==> src/rtl/seg_display_driver.sv <==
// seg_display_driver: binary-to-BCD converter feeding a scanned 4-digit seven-segment display
module seg_display_driver #(
  parameter int REFRESH_TICKS = 100000,
  parameter int CONV_BITS     = 14
) (
  input  logic                 clk,
  input  logic                 rst,
  input  logic [CONV_BITS-1:0] number,
  input  logic [1:0]           mode,
  input  logic [1:0]           select,
  output logic [6:0]           seg,
  output logic                 dp,
  output logic [3:0]           an
);
  localparam int SW = REFRESH_TICKS > 1 ? $clog2(REFRESH_TICKS) : 1;
  localparam logic [CONV_BITS-1:0] MAXV = CONV_BITS'(9999);
  typedef enum logic [1:0] {IDLE, SHIFT, DONE} state_t;
  state_t state_q, state_d;
  logic [CONV_BITS-1:0] samp_q, samp_d;
  logic [15:0] bcd_q, bcd_d, adj, disp_bcd_q, disp_bcd_d;
  logic [3:0] cnt_q, cnt_d, nib;
  logic ovf_q, ovf_d, disp_ovf_q, disp_ovf_d, vld_q, vld_d, lz, dp_d;
  logic [1:0] src_sel_q, src_sel_d, src_mode_q, src_mode_d;
  logic [1:0] disp_sel_q, disp_sel_d, disp_mode_q, disp_mode_d, dig_q, dig_d;
  logic [SW-1:0] scan_q, scan_d;
  logic [6:0] seg_d;
  logic [3:0] an_d;
  function automatic logic [6:0] dec(input logic [3:0] v);
    case (v)
      4'd0: dec = 7'h40;
      4'd1: dec = 7'h79;
      4'd2: dec = 7'h24;
      4'd3: dec = 7'h30;
      4'd4: dec = 7'h19;
      4'd5: dec = 7'h12;
      4'd6: dec = 7'h02;
      4'd7: dec = 7'h78;
      4'd8: dec = 7'h00;
      4'd9: dec = 7'h10;
      default: dec = 7'h7F;
    endcase
  endfunction
  // converter: sample, double-dabble shift, then publish to the display registers
  always_comb begin
    state_d = state_q;
    samp_d = samp_q;
    bcd_d = bcd_q;
    cnt_d = cnt_q;
    ovf_d = ovf_q;
    src_sel_d = src_sel_q;
    src_mode_d = src_mode_q;
    disp_bcd_d = disp_bcd_q;
    disp_ovf_d = disp_ovf_q;
    disp_sel_d = disp_sel_q;
    disp_mode_d = disp_mode_q;
    vld_d = vld_q;
    for (int i = 0; i < 4; i++)
      adj[4*i +: 4] = bcd_q[4*i +: 4] >= 4'd5 ? bcd_q[4*i +: 4] + 4'd3 : bcd_q[4*i +: 4];
    case (state_q)
      IDLE: begin
        samp_d = number > MAXV ? MAXV : number;
        ovf_d = number > MAXV;
        src_sel_d = select;
        src_mode_d = mode;
        bcd_d = '0;
        cnt_d = '0;
        state_d = SHIFT;
      end
      SHIFT: begin
        {bcd_d, samp_d} = {adj[14:0], samp_q, 1'b0};
        cnt_d = cnt_q + 4'd1;
        state_d = cnt_q == 4'(CONV_BITS-1) ? DONE : SHIFT;
      end
      DONE: begin
        disp_bcd_d = bcd_q;
        disp_ovf_d = ovf_q;
        disp_sel_d = src_sel_q;
        disp_mode_d = src_mode_q;
        vld_d = 1'b1;
        state_d = IDLE;
      end
      default: state_d = IDLE;
    endcase
  end
  // digit scan and segment selection for the digit currently enabled
  always_comb begin
    scan_d = scan_q == SW'(REFRESH_TICKS-1) ? '0 : scan_q + SW'(1);
    dig_d = scan_q == SW'(REFRESH_TICKS-1) ? dig_q + 2'd1 : dig_q;
    nib = disp_bcd_q[{dig_q, 2'b00} +: 4];
    lz = dig_q == 2'd3 ? disp_bcd_q[15:12] == 4'd0 :
         dig_q == 2'd2 ? disp_bcd_q[15:8] == 8'd0 :
         dig_q == 2'd1 ? disp_bcd_q[15:4] == 12'd0 : 1'b0;
    seg_d = !vld_q ? 7'h7F :
            disp_sel_q == 2'd0 ? (dig_q == 2'd0 ? dec({2'b00, disp_mode_q}) : dig_q == 2'd3 ? 7'h3F : 7'h7F) :
            disp_ovf_q ? 7'h10 : lz ? 7'h7F : dec(nib);
    dp_d = !(vld_q && disp_sel_q != 2'd0 && disp_ovf_q);
    an_d = vld_q ? ~(4'b0001 << dig_q) : 4'b1111;
  end
  // all state, with seg/dp/an registered together so they switch on one edge
  always_ff @(posedge clk) begin
    if (!rst) begin
      state_q <= IDLE;
      samp_q <= '0;
      bcd_q <= '0;
      cnt_q <= '0;
      ovf_q <= 1'b0;
      src_sel_q <= '0;
      src_mode_q <= '0;
      disp_bcd_q <= '0;
      disp_ovf_q <= 1'b0;
      disp_sel_q <= '0;
      disp_mode_q <= '0;
      vld_q <= 1'b0;
      scan_q <= '0;
      dig_q <= '0;
      seg <= 7'h7F;
      dp <= 1'b1;
      an <= 4'b1111;
    end else begin
      state_q <= state_d;
      samp_q <= samp_d;
      bcd_q <= bcd_d;
      cnt_q <= cnt_d;
      ovf_q <= ovf_d;
      src_sel_q <= src_sel_d;
      src_mode_q <= src_mode_d;
      disp_bcd_q <= disp_bcd_d;
      disp_ovf_q <= disp_ovf_d;
      disp_sel_q <= disp_sel_d;
      disp_mode_q <= disp_mode_d;
      vld_q <= vld_d;
      scan_q <= scan_d;
      dig_q <= dig_d;
      seg <= seg_d;
      dp <= dp_d;
      an <= an_d;
    end
  end
endmodule

==> config.mk <==
export PLATFORM = sky130hd
export DESIGN_NAME = seg_display_driver
export DESIGN_NICKNAME = d
export VERILOG_FILES = /design/src/rtl/seg_display_driver.sv
export SDC_FILE = /design/constraint.sdc
export NUM_CORES = 1
export LEC_CHECK = 0
export ABC_AREA = 0
export BUFFER_PORTS_ARGS = -buffer_cell sky130_fd_sc_hd__clkbuf_2
export CAP_MARGIN = 5
export CORE_ASPECT_RATIO = 0.6
export CORE_MARGIN = 2
export CORE_UTILIZATION = 33
export CTS_BUF_LIST = sky130_fd_sc_hd__clkbuf_4 sky130_fd_sc_hd__clkbuf_8
export DETAILED_ROUTE_END_ITERATION = 8
export GPL_TIMING_DRIVEN = 0
export SLEW_MARGIN = 20
export SYNTH_ARGS = -nofsm -noshare
export SYNTH_HDL_FRONTEND = slang
export SYNTH_SLANG_ARGS = --single-unit
==> constraint.sdc <==
create_clock -name clk -period 2.3 [get_ports clk]
set_input_delay 0.46 -clock clk [delete_from_list [all_inputs] [get_ports clk]]
set_output_delay 0.46 -clock clk [all_outputs]
set_load 0.02 [all_outputs]
==> flow_summary.yaml, run 1 <==
cts:
  cts_tree: "done"
  cts_sinks: 94
  htree_num_levels: 3
  clockBufferDepth: 2
  root_buffer: "clkbuf_8"
  worstSkewPairLatency_ps: 370
  cts_resized: 0
  clk_pin_slew_worst_paths_ps: 90
  cts_inserted_buffers: 9
  post_cts_buffers: 0
  cts-hold-fix-buffers: 0
grt:
  grt_overflow: 0
  grt_usage_pct: 15.1
  grt_pass1_vias: 3631
  antenna_found_initial: 0
  grt_pass1_wl_mm: 17.3
  grt_max_degree: 17
placed_design:
  numPortBuffers: 31
  dp_hpwl_mm: 7.52
  place_area_sq_um: 4730
  place_inst: 715
  gp_congestion: 0.826
  preCtsSetupSlack_ps: 198
cells_and_area:
  utilization_pct: 38.6
  postLayoutCellArea_sq_um: 4970
  mostFrequentLayoutCells: "nand2_1 (99), dfxtp_1 (94), nor2_1 (39)"
  antenna_cells: 0
  layoutNonFillerInstCount: 731
  fill_cells: 1292
  final_common_cell: "nand2_1"
  fin_nets: 596
  drive_above_1_share_pct: 11.1
  area_growth_pct: 14.0
die:
  rows: 32
  core-area_sq_um: 12900
  start_util_pct: 33.8
  pin_count: 32
  die_y_microns: 93.1
  fp.dieW_microns: 152
  die-area_sq_um: 14200
power_and_ir_drop:
  power_density_nw_per_um2: 630
  combPwrFrac_pct: 4.3
  p_seq_share_pct: 53.3
  p_total_mw: 3.13
  clkPwrFrac_pct: 42.4
  leakagePower_nw: 1.83
  p_int_mw: 2.44
  swShare_pct: 22.2
  peakVddDrop_v: 0.000279
  power_switching_uw: 696
yosys:
  synth_largest_area_cell: "dfxtp_1"
  synth_top_area_share_pct: 43.1
  synthArstFlopShare_pct: 0
  syn_area_per_cell_sq_um: 8.49
  ys_seq_area_share_pct: 43.1
  synth_nets: 554
  ys_seq_elements: 94
  syn_area_sq_um: 4360
  synth_edf_count: 0
  ys.warnings.count: 0
  synth_ff_type: "dfxtp_1"
  syn_inst: 514
  synth.distinct_cells: 44
  synth_area_leaders: "dfxtp_1 (43%), nand2_1 (8.5%), ha_1 (5.7%)"
sta:
  worst_slack_ps: 182
  setup_viol: 0
  hold_violations: 0
  period_share_pct: 92.1
  hold_slack_ps: 313
  fmax_ghz: 0.472
  slew_violations: 0
  period_minus_slack_ps: 2120
  rsz0062_at_grt: "false"
  finalClockSkew_ps: 11.4
  setup-tns-final_ps: 0
  worst-slew-pin-transition_ps: 655
  max-slew-margin-rel_pct: 56.2
setup_path:
  worstSetupStartpointType: "flip-flop"
  slowest_stage: "mux4_2"
  cp-end-kind: "flip-flop"
  crit_family: "multiplexers"
  arrival_ps: 2370
  critical_path_class: "reg2reg"
  slowest_delay_ps: 590
  crit_buf_inv: 2
  cp_max_fo: 7
  cp_cell_sequence: "buf_2 -> mux4_2 -> inv_1 -> ha_1 -> a31oi_1 -> a21oi_1 -> nor2_1 -> nand2_1"
  cp.required_ps: 2550
  rrSetupSlack_ps: 180
drt:
  dr.pass1.iters: 4
  drcViolationCount: 0
  wl_mm: 10.1
  wl_per_cell_microns: 13.8
  route.antenna.remaining_nets: 0
  via_per_inst: 4.94
  num_vias: 3611
  drtIter0Drc: 221
job:
  maxCapViolations: 0
outcome:
  status: "complete, no violations"
worst_hold_path:
  hold_path_class: "in2reg"
-- power groups by stage --
| stage | clock network (mW) | logic, mW | registers (mW) |
|---|---|---|---|
| finish | 1.33 | 0.135 | 1.67 |
| CTS | 1.36 | 0.135 | 1.67 |
| detailed placement | 0 | 0.134 | 1.71 |
| global placement | 0 | 0.130 | 1.71 |
| global route | 1.43 | 0.151 | 1.67 |
| floorplan | 0 | 0.0877 | 1.70 |
-- final cells by class --
class                   instances  area (sq um)  share of cell area, %
plain buffers                  24           123                   2.47
clock buffers                   9           124                   2.49
clock inverters                 7           120                   2.42
inverters                      18          67.6                   1.36
multi-input cells             378          2290                   46.0
flip-flops and latches         94          1880                   37.8
well taps                     170           213                   4.28
repair buffers                 31           155                   3.12
-- kinds of logic after synthesis --
group                      Yosys count  synth area share [%]
AOI/OAI and AO/OA                  104                  15.0
xor gates and xnor gates            23                  4.62
adders and majority gates           20                  5.74
buffers and inverters               42                  4.36
DFF                                 94                  43.1
muxes                               13                  4.16
and+or+nand+nor                    218                  23.0
-- registers in the layout (all words and copies together), names as in the netlist, 4 cells and up --
register	count
disp_bcd_q	16
scan_q	17
samp_q	14
bcd_q	16
an	4
cnt_q	4
seg	7
-- cell usage after synthesis (6+ instances only) --
cell type,n
nor4_1,6
and2_1,10
xnor2_1,11
nor2b_1,10
o21ai_0,36
dfxtp_1,94
nand2_1,99
a21oi_1,17
inv_1,18
nor2_1,39
mux2i_1,8
xor2_1,12
nand3_1,21
clkbuf_1,20
ha_1,20
a21boi_0,29
nand2b_1,7
o31ai_1,8
nor3_1,11
-- worst min-delay path: stages --
cell      delay [ps]
clkbuf_2          80
nand2_1           40
a21boi_0          60
-- worst paths after layout --
check,from,end,depth (start not counted)
max reg2reg,dig_q[0]$_SDFFE_PN0P_,seg[1]$_SDFF_PN1_,8
max,dig_q[0]$_SDFFE_PN0P_,seg[1]$_SDFF_PN1_,8
min reg2reg,scan_q[0]$_SDFF_PP0_,scan_q[0]$_SDFF_PP0_,1
min,mode[0],src_mode_q[0]$_SDFFE_PN0P_,3
-- per-layer routing --
metal  global-route usage [%]  routed length [microns]
met5                        0                        0
met4                     4.01                      122
met3                     4.59                      424
met2                     23.9                     4290
met1                     20.2                     5240
Power figures use the tool's default switching activity.
==> run 2: changes to the inputs <==
--- a/config.mk
+++ b/config.mk
@@ -14,7 +14,9 @@
 export CTS_BUF_LIST = sky130_fd_sc_hd__clkbuf_4 sky130_fd_sc_hd__clkbuf_8
 export DETAILED_ROUTE_END_ITERATION = 8
 export GPL_TIMING_DRIVEN = 0
+export SETUP_SLACK_MARGIN = 0.3
 export SLEW_MARGIN = 20
 export SYNTH_ARGS = -nofsm -noshare
 export SYNTH_HDL_FRONTEND = slang
 export SYNTH_SLANG_ARGS = --single-unit
+export TNS_END_PERCENT = 20
==> run 2 against run 1 <==
  * First-iteration DRC count fell by 1.4%
  * Die area unchanged
  * Power is 0.13% lower
  * Fmax is 6.7% higher
  * Critical path depth did not move
  * Sequential share of layout area hardly changed
  * Setup slack better by 130 ps
  * Critical endpoint unchanged
  * Highest routed layer unchanged
==> flow_summary.yaml, run 2 (synthesis gave the netlist of run 1 again) <==
setup_path:
  r2r-start: "dig_q[0]$_SDFFE_PN0P_"
  cp-end-kind: "flip-flop"
  crit_buf_inv: 2
  slowest_delay_ps: 570
  arrival_ps: 2240
  slowest_stage: "mux4_2"
  cp_cell_sequence: "buf_6 -> mux4_2 -> inv_1 -> ha_1 -> a31oi_1 -> a21oi_1 -> nor2_1 -> nand2_1"
  critical_path_class: "reg2reg"
  crit_family: "multiplexers"
  critPathLaunch: "dig_q[0]$_SDFFE_PN0P_"
  worstSetupStartpointType: "flip-flop"
  cp_max_fo: 7
  cp.required_ps: 2550
grt:
  grt_pass1_vias: 3631
  use_met3_pct: 4.59
  gr-usage-met1_pct: 20.2
  grt_max_degree: 17
  use_met2_pct: 23.9
  busiest_layer: "met2"
  antenna_found_initial: 0
  grt_pass1_wl_mm: 17.3
  grt_usage_pct: 15.1
  grt_overflow: 0
outcome:
  status: "complete, no violations"
placed_design:
  place_inst: 715
  numPortBuffers: 31
  dp_hpwl_mm: 7.52
  gp_congestion: 0.826
sta:
  max-slew-margin-rel_pct: 56.3
  setup-tns-final_ps: 0
  fmax_ghz: 0.504
  hold_violations: 0
  slew_violations: 0
  setup_viol: 0
  period_share_pct: 86.3
  rsz0062_at_grt: "true"
  finalClockSkew_ps: 8.81
  worst-slew-pin-transition_ps: 653
  period_minus_slack_ps: 1990
cts:
  cts_sinks: 94
  cts-hold-fix-buffers: 0
  clk_pin_slew_worst_paths_ps: 90
  post_cts_buffers: 0
  root_buffer: "clkbuf_8"
  worstSkewPairLatency_ps: 370
  htree_num_levels: 3
  clockBufferDepth: 2
  cts_tree: "done"
  cts_inserted_buffers: 9
drt:
  drcViolationCount: 0
  dr.pass1.iters: 4
  num_vias: 3626
  route.antenna.remaining_nets: 0
  via_per_inst: 4.96
  wl_per_cell_microns: 13.8
  drtIter0Drc: 218
  wl_mm: 10.1
worst_hold_path:
  hold_path_class: "in2reg"
  min_from: "mode[0]"
cells_and_area:
  antenna_cells: 0
  largest_reg_flops: 17
  area_growth_pct: 14.2
  fin_nets: 596
  layoutNonFillerInstCount: 731
  drive_above_1_share_pct: 11.4
  largest_register: "scan_q"
  final_common_cell: "nand2_1"
  largestRegisters: "scan_q (17), bcd_q (16), disp_bcd_q (16)"
  fill_cells: 1289
  mostFrequentLayoutCells: "nand2_1 (99), dfxtp_1 (93), nor2_1 (39)"
  utilization_pct: 38.6
power_and_ir_drop:
  peakVddDrop_v: 0.000275
  leakagePower_nw: 1.83
  power_density_nw_per_um2: 628
die:
  fp.dieW_microns: 152
  rows: 32
  die_y_microns: 93.1
  core-area_sq_um: 12900
  die-area_sq_um: 14200
  pin_count: 32
  start_util_pct: 33.8
job:
  maxCapViolations: 0
run 2: changes by cell type in the layout (fill, tap and decap cells not counted):
cell | before | now
clkbuf_2 | 31 | 32
dfxtp_1 | 94 | 93
buf_6 | 0 | 1
dfxtp_2 | 0 | 1
buf_2 | 1 | 0
clkbuf_1 | 20 | 19
run 2: cell type report:
cell class	instances	area, sq um	share of cell area, %
Buffer	24	130	2.61
Clock buffer	9	124	2.49
Multi-Input combinational cell	378	2290	46.0
Tap cell	170	213	4.27
Inverter	18	67.6	1.36
Sequential cell	94	1880	37.8
Clock inverter	7	120	2.41
Timing Repair Buffer	31	155	3.11
run 2: stage by stage:
stage | hold slack (ps) | power, mW | area, sq um | setup WS (ps)
global route | 314 | 3.26 | 4980 | 216
floorplan | 417 | 1.79 | 4360 | 381
detailed placement | 441 | 1.84 | 4730 | 198
CTS | 304 | 3.16 | 4980 | 317
global placement | 433 | 1.84 | 4730 | 244
finish | 314 | 3.13 | 4980 | 314
run 2: worst paths after layout:
kind / endpoint / slack [ps] / cells past startpoint
worst max-delay path: seg[1]$_SDFF_PN1_ / 310 / 8
worst min-delay path: src_mode_q[0]$_SDFFE_PN0P_ / 310 / 3
worst max register to register: seg[1]$_SDFF_PN1_ / 310 / 8
worst min register to register: scan_q[0]$_SDFF_PP0_ / 440 / 1
run 2: metal layers:
metal / vias up / part of all wire, % / wire length [microns]
li1: 1824 / - / -
met1: 1710 / 50 / 5090
met2: 84 / 43 / 4330
met3: 8 / 5.8 / 584
met4: 0 / 0.88 / 89
met5: - / 0 / 0
run 2: what timing repair did:
item,CTS,global route
cloned,0,0
endpoints found under the setup margin,4,24
resized for setup,3,2
endpoints found under the hold margin,0,0
run 2: worst min-delay path: stages:
cell and delay (ps):
clkbuf_2 80, nand2_1 40, a21boi_0 60
run 2: power breakdown:
group	internal (mW)	leakage (nW)	switching, mW
Clock	0.726	0.120	0.599
Combinational	0.0583	0.950	0.0767
Sequential	1.65	0.763	0.0161
Total	2.44	1.83	0.691
==> run 3: changes to the inputs <==
--- a/config.mk
+++ b/config.mk
@@ -8,12 +8,16 @@
 export ABC_AREA = 0
 export BUFFER_PORTS_ARGS = -buffer_cell sky130_fd_sc_hd__clkbuf_2
 export CAP_MARGIN = 5
+export CELL_PAD_IN_SITES_DETAIL_PLACEMENT = 0
+export CELL_PAD_IN_SITES_GLOBAL_PLACEMENT = 1
 export CORE_ASPECT_RATIO = 0.6
 export CORE_MARGIN = 2
-export CORE_UTILIZATION = 33
+export CORE_UTILIZATION = 43
 export CTS_BUF_LIST = sky130_fd_sc_hd__clkbuf_4 sky130_fd_sc_hd__clkbuf_8
 export DETAILED_ROUTE_END_ITERATION = 8
 export GPL_TIMING_DRIVEN = 0
+export PLACE_DENSITY_LB_ADDON = 0.1
+export REMOVE_ABC_BUFFERS = 1
 export SETUP_SLACK_MARGIN = 0.3
 export SLEW_MARGIN = 20
 export SYNTH_ARGS = -nofsm -noshare
==> run 3 against run 2 <==
  * Final area shrank 4.3%
  * Non-clock buffer count is 23 lower
  * Sequential power barely moved
  * Die area decreased by 22%
  * Wire length decreased by 10%
  * Clock skew is 2.7 ps lower
  * Utilization increased by 9.6 points
  * Sequential share of layout area grew 1.8 points
  * Global-route usage grew 2.7 points
  * Critical path type unchanged
  * Largest cell class unchanged
==> flow_summary.yaml, run 3 (synthesis gave the netlist of run 1 again) <==
power_and_ir_drop:
  p_total_mw: 2.80
  power_density_nw_per_um2: 588
  peakVddDrop_v: 0.000247
  swShare_pct: 22.2
  combPwrFrac_pct: 4.0
  clkPwrFrac_pct: 36.3
  p_seq_share_pct: 59.7
  power_switching_uw: 622
  leakagePower_nw: 1.76
  p_int_mw: 2.18
cells_and_area:
  final_common_cell: "nand2_1"
  largestRegisters: "scan_q (17), bcd_q (16), disp_bcd_q (16)"
  drive_above_1_share_pct: 11.8
  antenna_cells: 0
  largest_register: "scan_q"
  fin_nets: 573
  mostFrequentLayoutCells: "nand2_1 (98), dfxtp_1 (91), nor2_1 (39)"
  area_growth_pct: 9.32
  largest_reg_flops: 17
grt:
  grt_pass1_wl_mm: 15.2
  grt_usage_pct: 17.8
  grt_pass1_vias: 3028
  antenna_found_initial: 0
  grt_overflow: 0
  grt_max_degree: 48
job:
  maxCapViolations: 0
drt:
  wl_mm: 9.05
  num_vias: 3388
  drcViolationCount: 0
  drtIter0Drc: 154
  route.antenna.remaining_nets: 0
  dr.pass1.iters: 4
  wl_per_cell_microns: 13.5
  via_per_inst: 5.05
setup_path:
  slowest_delay_ps: 570
  worstSetupStartpointType: "flip-flop"
  worstReg2RegEnd: "seg[1]$_SDFF_PN1_"
  critical_path_class: "reg2reg"
  cp_cell_sequence: "mux4_2 -> inv_1 -> ha_1 -> a31oi_1 -> a21oi_1 -> nor2_1 -> nand2_1"
  cp-end-kind: "flip-flop"
  r2r_cells: 7
  cp_max_fo: 9
  arrival_ps: 2210
  slowest_stage: "mux4_2"
  cp.required_ps: 2550
  r2r-start: "dig_q[0]$_SDFFE_PN0P_"
  rrSetupSlack_ps: 330
outcome:
  status: "complete, no violations"
die:
  start_util_pct: 44.1
  rows: 28
  die_y_microns: 82.0
  core-area_sq_um: 9880
  die-area_sq_um: 11000
  fp.dieW_microns: 134
  pin_count: 32
worst_hold_path:
  hold_path_end: "src_mode_q[1]$_SDFFE_PN0P_"
  min_from: "mode[1]"
  min_path_cells: 3
  hold_path_class: "in2reg"
sta:
  period_minus_slack_ps: 1970
  setup-tns-final_ps: 0
  rsz0062_at_grt: "true"
  worst-slew-pin-transition_ps: 873
  hold_slack_ps: 329
  hold_violations: 0
  period_share_pct: 85.5
  max-slew-margin-rel_pct: 41.8
  finalClockSkew_ps: 6.08
  fmax_ghz: 0.509
  slew_violations: 0
  setup_viol: 0
cts:
  root_buffer: "clkbuf_8"
  clockBufferDepth: 2
  clk_pin_slew_worst_paths_ps: 80
  cts_inserted_buffers: 9
  htree_num_levels: 3
  cts_tree: "done"
  worstSkewPairLatency_ps: 360
  cts_sinks: 94
placed_design:
  gp_congestion: 0.814
  numPortBuffers: 31
  dp_hpwl_mm: 6.56
## run 3: changes by cell type in the layout (fill, tap and decap cells not counted), sizes merged
| cell | change |
|---|---|
| inv | -1 |
| clkinv | -1 |
| clkinvlp | -1 |
| bufinv | -3 |
| buf | -3 |
| clkbuf | -16 |
## run 3: timing repair
action                     CTS  global route
gates cloned                 0             0
gates resized for setup      3             3
buffers inserted             0             0
setup endpoints to repair   45            41
hold buffers                 0             0
## run 3: worst max-delay path: cells and delay by family, from the launching register on
family | cells | cell delay [ps]
simple gates | 2 | 180
mux | 1 | 570
compound gates | 2 | 230
fa+ha+maj | 1 | 280
buf+inv | 1 | 150
flops | 1 | 440
## run 3: layer usage
metal	wire length (microns)	track usage [%]	vias to the layer above
li1	-	-	1772
met1	5230	26.9	1565
met2	3390	24.3	47
met3	348	4.88	4
met4	72	5.37	0
met5	0	0	-
## run 3: layout make-up
class	count	area, sq um
Fill cell	974	5110
Multi-Input combinational cell	378	2300
Sequential cell	94	1890
Clock buffer	13	173
Timing Repair Buffer	32	170
Tap cell	135	169
Inverter	18	67.6
Clock inverter	1	5.00
## run 3: power by group through the flow
stage               combinational (mW)  sequential (mW)  clock, mW
global placement                 0.111             1.71          0
floorplan                       0.0653             1.71          0
detailed placement               0.112             1.71          0
finish                           0.112             1.68       1.02
CTS                              0.113             1.68       1.07
global route                     0.126             1.68       1.12
## run 3: stage by stage
step                setup slack [ps]  cell area (sq um)  cells  utilization, %
detailed placement              -109               4580    657            46.4
floorplan                        349               4240    490               -
finish                           334               4770    671            48.3
global route                     251               4770    671            48.3
global placement                -217               4560    656            46.2
CTS                              269               4760    671            48.2
## run 3: worst max-delay path by stage
stage                           from                     endpoint  slack, ps  depth (start not counted)
2_1_floorplan  dig_q[0]$_SDFFE_PN0P_            seg[1]$_SDFF_PN1_        350                          7
3_3_place_gp   state_q[1]$_SDFF_PN0_  disp_mode_q[0]$_SDFFE_PN0N_       -220                          3
3_5_place_dp                     rst      samp_q[10]$_SDFFE_PN0P_       -110                          4
4_1_cts        dig_q[0]$_SDFFE_PN0P_            seg[1]$_SDFF_PN1_        270                          7
5_1_grt        dig_q[0]$_SDFFE_PN0P_            seg[1]$_SDFF_PN1_        250                          7
6_report       dig_q[0]$_SDFFE_PN0P_            seg[1]$_SDFF_PN1_        330                          7
